<file path="src/rtl/clk_div_ctrl_pkg.sv">
// Shared types and helpers for the run-time clock divider controller.
// State encoding, the minimum legal ratio and the ratio clamp.
package clk_div_ctrl_pkg;

    typedef enum logic [1:0] {
        STOP = 2'd0,
        RUN  = 2'd1,
        PEND = 2'd2
    } state_e;

    localparam int DIV_MIN = 2;

    function automatic logic [31:0] clamp_div(input logic [31:0] div);
        return (div < 32'(DIV_MIN)) ? 32'(DIV_MIN) : div;
    endfunction

endpackage

</file>
<file path="src/rtl/clk_div_ctrl_cnt.sv">
// Period counter for the clock divider, with registered clko / clk_en.
// Flops are loaded with the values for the upcoming count, so they line up with r_cnt.
module clk_div_ctrl_cnt
    import clk_div_ctrl_pkg::*;
#(
    parameter int DIV_W = 8
) (
    input  logic             i_clk,
    input  logic             i_rst_n,
    input  logic [DIV_W-1:0] i_n,
    input  logic             i_run,
    input  logic             i_load,
    output logic             o_last,
    output logic             o_clko,
    output logic             o_clk_en
);

    logic [DIV_W-1:0] r_cnt;
    logic             r_clko;
    logic             r_clk_en;
    logic [DIV_W-1:0] w_cnt_inc;
    logic [DIV_W-1:0] w_cnt_next;
    logic [DIV_W:0]   w_half;

    // A reload always starts a period at 0, which is inside the high phase for any N >= 2,
    // so only the ratio currently in effect is needed here.
    always_comb begin
        w_cnt_inc  = r_cnt + 1'b1;
        w_half     = ({1'b0, i_n} + 1'b1) >> 1;
        w_cnt_next = (!i_run || i_load) ? '0 : w_cnt_inc;
    end

    always_ff @(posedge i_clk or negedge i_rst_n) begin
        if (!i_rst_n) begin
            r_cnt    <= '0;
            r_clko   <= 1'b0;
            r_clk_en <= 1'b0;
        end else begin
            r_cnt    <= w_cnt_next;
            r_clko   <= i_run && ({1'b0, w_cnt_next} < w_half);
            r_clk_en <= i_run && (w_cnt_next == '0);
        end
    end

    assign o_last   = (r_cnt == i_n - 1'b1);
    assign o_clko   = r_clko;
    assign o_clk_en = r_clk_en;

endmodule

</file>
<file path="src/rtl/clk_div_ctrl.sv">
// Run-time clock divider controller: ratio handshake, STOP/RUN/PEND sequencing.
// Optional sticky illegal-ratio flag o_err when CLK_DIV_CTRL_ERR_EN is defined.
module clk_div_ctrl
    import clk_div_ctrl_pkg::*;
#(
    parameter int DIV_W     = 8,
    parameter int RESET_DIV = 4
) (
    input  logic             i_clk,
    input  logic             i_rst_n,
    input  logic             i_en,
    input  logic [DIV_W-1:0] i_div_in,
    input  logic             i_div_valid,
    output logic             o_div_ready,
    output logic [DIV_W-1:0] o_div_cur,
    output logic             o_busy,
    output logic             o_clko,
`ifdef CLK_DIV_CTRL_ERR_EN
    output logic             o_clk_en,
    output logic             o_err
`else
    output logic             o_clk_en
`endif
);

    state_e           r_state;
    state_e           w_state_next;
    logic [DIV_W-1:0] r_div_cur;
    logic [DIV_W-1:0] w_div_cur_next;
    logic [DIV_W-1:0] r_pend_div;
    logic [DIV_W-1:0] w_pend_next;
    logic [DIV_W-1:0] w_div_clamped;
    logic             w_accept;
    logic             w_load;
    logic             w_run;
    logic             w_last;

    assign w_accept      = i_div_valid && (r_state != PEND);
    assign w_div_clamped = DIV_W'(clamp_div(32'(i_div_in)));

    always_comb begin
        w_state_next   = r_state;
        w_div_cur_next = r_div_cur;
        w_pend_next    = r_pend_div;
        w_load         = 1'b0;
        case (r_state)
            STOP: begin
                if (w_accept) w_div_cur_next = w_div_clamped;
                if (i_en) begin
                    w_state_next = RUN;
                    w_load       = 1'b1;
                end
            end
            RUN: begin
                // A ratio arriving in the last cycle is already on a boundary: apply it directly.
                if (w_last) begin
                    w_load       = 1'b1;
                    w_state_next = i_en ? RUN : STOP;
                    if (w_accept) w_div_cur_next = w_div_clamped;
                end else if (w_accept) begin
                    w_pend_next  = w_div_clamped;
                    w_state_next = PEND;
                end
            end
            PEND: begin
                if (w_last) begin
                    w_load         = 1'b1;
                    w_div_cur_next = r_pend_div;
                    w_state_next   = i_en ? RUN : STOP;
                end
            end
            default: w_state_next = STOP;
        endcase
        w_run = (w_state_next != STOP);
    end

    always_ff @(posedge i_clk or negedge i_rst_n) begin
        if (!i_rst_n) begin
            r_state    <= STOP;
            r_div_cur  <= DIV_W'(RESET_DIV);
            r_pend_div <= '0;
        end else begin
            r_state    <= w_state_next;
            r_div_cur  <= w_div_cur_next;
            r_pend_div <= w_pend_next;
        end
    end

    clk_div_ctrl_cnt #(
        .DIV_W(DIV_W)
    ) u_cnt (
        .i_clk   (i_clk),
        .i_rst_n (i_rst_n),
        .i_n     (r_div_cur),
        .i_run   (w_run),
        .i_load  (w_load),
        .o_last  (w_last),
        .o_clko  (o_clko),
        .o_clk_en(o_clk_en)
    );

`ifdef CLK_DIV_CTRL_ERR_EN
    logic r_err;

    always_ff @(posedge i_clk or negedge i_rst_n) begin
        if (!i_rst_n) begin
            r_err <= 1'b0;
        end else if (w_accept && (i_div_in < DIV_W'(DIV_MIN))) begin
            r_err <= 1'b1;
        end
    end

    assign o_err = r_err;
`endif

    assign o_div_ready = (r_state != PEND);
    assign o_busy      = (r_state == PEND);
    assign o_div_cur   = r_div_cur;

endmodule

</file>
<file path="config.mk">
export PLATFORM = sky130hd
export DESIGN_NAME = clk_div_ctrl
export DESIGN_NICKNAME = d
export VERILOG_FILES = /design/src/rtl/clk_div_ctrl_pkg.sv /design/src/rtl/clk_div_ctrl_cnt.sv /design/src/rtl/clk_div_ctrl.sv
export SDC_FILE = /design/constraint.sdc
export NUM_CORES = 1
export LEC_CHECK = 0
export ABC_AREA = 0
export CAP_MARGIN = 20
export CORE_ASPECT_RATIO = 0.8
export CORE_MARGIN = 4
export CORE_UTILIZATION = 50
export CTS_CLUSTER_DIAMETER = 40
export DETAILED_ROUTE_END_ITERATION = 10
export GPL_TIMING_DRIVEN = 0
export PLACE_DENSITY_LB_ADDON = 0.08
export SLEW_MARGIN = 20
export SYNTH_ARGS = -nofsm -noshare
export SYNTH_HDL_FRONTEND = slang
export SYNTH_HIERARCHICAL = 1
export SYNTH_SLANG_ARGS = --single-unit
</file>
<file path="constraint.sdc">
create_clock -name i_clk -period 3.1 [get_ports i_clk]
set_input_delay 0.465 -clock i_clk [delete_from_list [all_inputs] [get_ports i_clk]]
set_output_delay 0.465 -clock i_clk [all_outputs]
set_load 0.005 [all_outputs]
</file>
## Word-level counts from Yosys, hierarchy flattened

Cells that the tools add are included.

| word-level totals | value |
|---|---|
| input bits | 12 |
| output and inout bits | 12 |
| flip-flop bits (word level) | 28 |
| word-level logic and storage cells | 45 |

| cells by class | value |
|---|---|
| mux-type cells | 15 |
| reduce and logical (&&, ||, !) cells | 12 |
| equal/unequal tests | 6 |
| bitwise logic cells | 1 |
| $add $sub $neg | 3 |
| $lt $le $gt $ge | 2 |

Operators with widths:

| cell | count |
|---|---|
| 8-bit two-way mux | 5 |
| 8-bit case mux with 3 select lines | 1 |
| 8-bit by 1-bit adder with 9-bit output, second input constant | 1 |
| 8-bit by 1-bit adder with 8-bit output, second input constant | 1 |
| 8-bit == test | 1 |
| 8-bit zero test | 1 |
| 8-bit by 2-bit < comparator with 1-bit output, second input constant | 1 |
| 8-bit < comparator | 1 |
| 2-bit two-way mux | 4 |
| 8-bit by 1-bit subtractor with 8-bit output, second input constant | 1 |
| 2-bit case mux with 3 select lines | 1 |
| 3-bit AND reduction | 2 |
| 2-bit by 1-bit != test with 1-bit output, second input constant | 2 |
| 1-bit logical AND | 3 |
| 1-bit two-way mux | 3 |
| 3-bit nonzero test | 1 |
| 2-bit by 1-bit == test with 1-bit output, second input constant | 1 |
| 2-bit == test, second input constant | 1 |
| 2-bit zero test | 1 |
| 2-bit != test, second input constant | 1 |
| 1-bit case mux with 2 select lines | 1 |
| 2-bit nonzero test | 1 |
| 2-bit OR reduction | 1 |
| 1-bit zero test | 1 |
| other kinds (2) | 2 |

## Depth between registers and ports, before layout

| logic depth | value |
|---|---|
| depth in word-level cells | 11 |
| gate-level depth with buffers | 19 |
| gate-level depth less buffers | 18 |

## Modules after synthesis

Netlist, hierarchy kept.

Modules (own cells, without submodules):

| module | instances | sequential area each (um^2) | area an instance (um^2) | cells an instance |
|---|---|---|---|---|
| clk_div_ctrl_cnt | 1 | 250.2 | 1002.2 | 114 |
| clk_div_ctrl | 1 | 451.7 | 970.9 | 89 |

## Worst setup path before layout

No wires, ideal clock.

| path | value |
|---|---|
| kind | flip-flop to flip-flop |
| start point | reg r_div_cur[0], in the netlist o_div_cur[0] |
| end point | reg u_cnt.r_clko, in the netlist u_cnt/o_clko |
| buffers on the path | 1 |
| cell stages (with the launch flop) | 20 |
| library setup time | 0.077 ns |
| required time | 3.023 ns |
| path slack | -0.378 ns |
| arrival time | 3.400 ns |
| period minus slack after synthesis | 3.478 ns |
| cells stage by stage | dfrtp_1 inv_1 ha_1 nand2b_1 a21boi_0 o31ai_1 nor4_2 buf_4 and4bb_1 o22ai_1 nor2_1 or2_1 and3b_1 mux2i_1 inv_1 ha_1 a21o_1 a21oi_1 o21ai_0 a21oi_1 |

| between the ends | value |
|---|---|
| word-level cells in the longest chain between the ends | 10 |
| elaborated cells on any way between the ends | 14 |
| classes of those cells | 2 x add/sub; 1 x order compare; 1 x eq/ne; 6 x mux; 4 x reduce/logical |

Ends and longest elaborated chain:

| item | RTL line | RTL |
|---|---|---|
| start, declared | clk_div_ctrl.sv:28 | `logic [DIV_W-1:0] r_div_cur;` |
| start signal, assigned | clk_div_ctrl.sv:80 | `r_div_cur <= DIV_W'(RESET_DIV);` |
| start signal, assigned | clk_div_ctrl.sv:84 | `r_div_cur <= w_div_cur_next;` |
| 8-bit by 1-bit subtractor with 8-bit output (*) | clk_div_ctrl_cnt.sv:45 | `assign o_last = (r_cnt == i_n - 1'b1);` |
| 8-bit == test (*) | clk_div_ctrl_cnt.sv:45 |  |
| via w_last | clk_div_ctrl.sv:36 | `logic w_last;` |
| 2-bit two-way mux, on equally long branches | clk_div_ctrl.sv:66, clk_div_ctrl.sv:56 |  |
| 2-bit case mux with 3 select lines (*) | clk_div_ctrl.sv:46 | `case (r_state)` |
| via w_state_next[1] | clk_div_ctrl.sv:27 | `state_e w_state_next;` |
| 2-bit nonzero test (*) | clk_div_ctrl.sv:74 | `w_run = (w_state_next != STOP);` |
| via w_run | clk_div_ctrl.sv:35 | `logic w_run;` |
| 1-bit zero test (*) | clk_div_ctrl_cnt.sv:30 | `w_cnt_next = (!i_run \|\| i_load) ? '0 : w_cnt_inc;` |
| 1-bit logical OR (*) | clk_div_ctrl_cnt.sv:30 |  |
| 8-bit two-way mux (*) | clk_div_ctrl_cnt.sv:30 |  |
| via u_cnt.w_cnt_next[3] | clk_div_ctrl_cnt.sv:22 | `logic [DIV_W-1:0] w_cnt_next;` |
| 8-bit < comparator (*) | clk_div_ctrl_cnt.sv:40 | `r_clko <= i_run && ({1'b0, w_cnt_next} < w_half);` |
| 1-bit logical AND (*) | clk_div_ctrl_cnt.sv:40 |  |
| end signal, assigned | clk_div_ctrl_cnt.sv:40 |  |
| end, declared | clk_div_ctrl_cnt.sv:19 | `logic r_clko;` |

Mark *: on every way through the listed nets, which the timed path passes. The rest lies on a longest branch.
A chain may end at the register's enable or synchronous reset.

## Worst setup path in the final report

Ends and elaborated chain as after synthesis.

==> results.sh <==
export IMPL_ir_drop_mv=0.670
export IMPL_synth_avg_cell_area_um2=9.72
export IMPL_pin_count=24
export IMPL_layout_drive_gt1_share_pct=24.9
export IMPL_grt_pass1_vias=1682
export IMPL_synth_fp_nets=229
export IMPL_setup_violations=2
export IMPL_p_leak_nw=1.10
export IMPL_ant_nets=0
export IMPL_synth_seq_area_share_pct=35.6
export IMPL_yosysWarningCount=6
export IMPL_gp_congestion=0.864
export IMPL_clock_sinks=28
export IMPL_core_mm2=0.00380
export IMPL_antenna_cells=0
export IMPL_area_delta_synth_final_pct=29.9
export IMPL_async_reset_ff_share_pct=100
export IMPL_met1_length_um=2310
export IMPL_synthTopCellsByArea="dfrtp_1 34%, ha_1 8.9%, xnor2_1 5.3%"
export IMPL_pre_cts_ws_ns=-0.683
export IMPL_drtIter0Drc=64
export IMPL_min_path_type="primary input to asynchronous set/reset pin"
export IMPL_cp_end_kind="register"
export IMPL_grt_max_degree=29
export IMPL_topRoutingLayerUsed="met4"
export IMPL_worstMarginPinSlew_ns=0.648
export IMPL_violations="negative setup slack"
export IMPL_rsz0062_at_grt="yes"
export IMPL_synthFlopType="dfrtp_1"
export IMPL_grt_pass1_wl_um=7890
export IMPL_critPathMaxFanout=7
export IMPL_fin_ws_ns=-0.382
export IMPL_yosys_area_top_type="dfrtp_1"
export IMPL_maxCapViolCount=0
export IMPL_via_count=1661
export IMPL_synth_area_mm2=0.00197
export IMPL_finalHoldViolations=0
export IMPL_clk_pin_slew_ns=0.10
export IMPL_clockRootBuffer="clkbuf_8"
export IMPL_fin_skew_ns=0.00564
export IMPL_drc=0
export IMPL_whs_ns=0.197
export IMPL_die_h_um=64.2
export IMPL_fin_crit_ns=3.48
export IMPL_critPathRequiredTime_ns=3.32
export IMPL_synth_most_common_cell="dfrtp_1"
export IMPL_fmaxAchievable_mhz=287
export IMPL_netlist_area_leader_share_pct=34.2
export IMPL_grt_usage_pct=19.7
export IMPL_period_share_pct=112
export IMPL_postCtsHoldBufs=0
export IMPL_p_per_area_mw_per_mm2=987
export IMPL_wl_um=4710
export IMPL_clkLatencyLatePin_ns=0.28
export IMPL_cp_arrival_ns=3.70
export IMPL_cts_inserted_buffers=3
export IMPL_wl_met2_um=2180
export IMPL_critPathKind="register to register"
export IMPL_dr_pass1_iters=4
export IMPL_max_slew_margin_rel_pct=56.8
export IMPL_slew_viol_final=0
export IMPL_syn_inst=203
export IMPL_synth_commonest_cells="27 x dfrtp_1, 18 x nor2_1, 14 x ha_1"
export IMPL_synth_edf_count=0
export IMPL_status="complete, but fails checks"
export IMPL_detail_route_wl_per_cell_um=15.5
export IMPL_cts_max_path_buffers=2
export IMPL_synth_seq_cells=28
export IMPL_met3_length_um=198
export IMPL_post_dp_hpwl_um=3340
export IMPL_antenna_found_initial=0
export IMPL_startpoint="o_div_cur[0]"
export IMPL_dieWidth_um=78.2
export IMPL_ys_types=48
export IMPL_start_util_pct=51.9
export IMPL_nets=276
export IMPL_overflow=0
export IMPL_io_buffers=23
export IMPL_htree_num_levels=1
export IMPL_rr_startpoint="o_div_cur[0]"
export IMPL_die_area_mm2=0.00502
export IMPL_rows=20
export IMPL_cts_tree="done"
export IMPL_routed_via_density=5.46
export IMPL_start_kind="register"
==> kinds of logic after synthesis <==
group	share of synthesized area (%)
compound gates	12.2
xor+xnor	7.99
fa+ha+maj	8.88
buf+inv	5.77
flops	35.6
mux	7.55
simple gates	22.0
==> layout make-up <==
type | count | area, um2
fill | 314 | 1240
multi-input combinational | 156 | 1230
sequential | 28 | 704
timing repair buffer | 42 | 369
buffer | 8 | 78.8
tap | 55 | 68.8
clock buffer | 3 | 41.3
inverter | 11 | 41.3
clock inverter | 1 | 30.0
==> through the flow <==
step	area (um2)	TNS (ns)	power, mW	util (%)	instances
detailed placement	2290	-0.904	1.97	60.2	281
finish	2560	-0.597	2.53	67.4	304
CTS	2530	-0.439	2.48	66.4	301
floorplan	1990	-0.174	1.57	-	203
global route	2560	-0.968	2.70	67.4	304
global placement	2290	-0.792	1.92	60.3	281
==> timing repair <==
action	in CTS	in global routing
resized for setup	10	3
buffers inserted	18	3
pin swaps	13	9
setup endpoints to repair	2	2
cloned	1	0
==> final timing paths <==
kind	endpoint	slack (ns)	cells after the start
max	u_cnt/o_clko	-0.38	19
min in group i_clk	r_pend_div[5]	0.50	1
min	u_cnt/r_cnt[4]	0.20	1
max in group asynchronous	o_div_cur[0]	2.45	1
max reg2reg	u_cnt/o_clko	-0.38	19
min reg2reg	r_pend_div[5]	0.50	1
==> sequential cells by signal (all words and copies together), names as in the netlist <==
signal,count
o_div_cur,8
r_pend_div,8
r_state,2
u_cnt/o_clk_en,1
u_cnt/o_clko,1
u_cnt/r_cnt,8
==> layout by cell type, fill, tap and decap left out, types with 3 or more instances in the layout <==
master            n
dfrtp_1          25
clkdlybuf4s50_1  22
buf_4            20
nor2_1           17
ha_1             12
xnor2_1          12
a21oi_1          11
nand3_1          10
inv_1             9
mux2i_1           7
nand2_1           7
buf_6             6
mux2_1            6
xor2_1            6
nand2b_1          4
a21oi_2           4
o21ai_0           4
nor4_2            3
nor2_2            3
nor3_1            3
clkbuf_8          3
or3_1             3
a21o_1            3
==> power breakdown <==
part	internal, mW	switching [mW]
registers	0.516	0.141
logic	0.810	0.769
clock network	0.173	0.121
==> critical path: stages (launching register included) <==
cell and delay [ns]:
dfrtp_2 0.44, inv_2 0.08, ha_4 0.20, xnor2_1 0.11, nor2_1 0.15, nand4b_1 0.13, nor4_2 0.26, buf_4 0.18
o21ba_4 0.16, o22ai_2 0.17, nor2_2 0.06, or2_4 0.30, and3b_1 0.19, mux2i_1 0.18, inv_1 0.11, ha_4 0.22
a21o_1 0.16, a21oi_2 0.11, o21ai_1 0.07, a21oi_1 0.12
==> routing by layer <==
metal / up-vias / track usage [%]
met5: - / 0
met3: 4 / 3.80
met2: 37 / 31.9
met1: 811 / 27.6
li1: 809 / -
met4: 0 / 3.28
No activity file was read; power rests on OpenSTA's default activity.
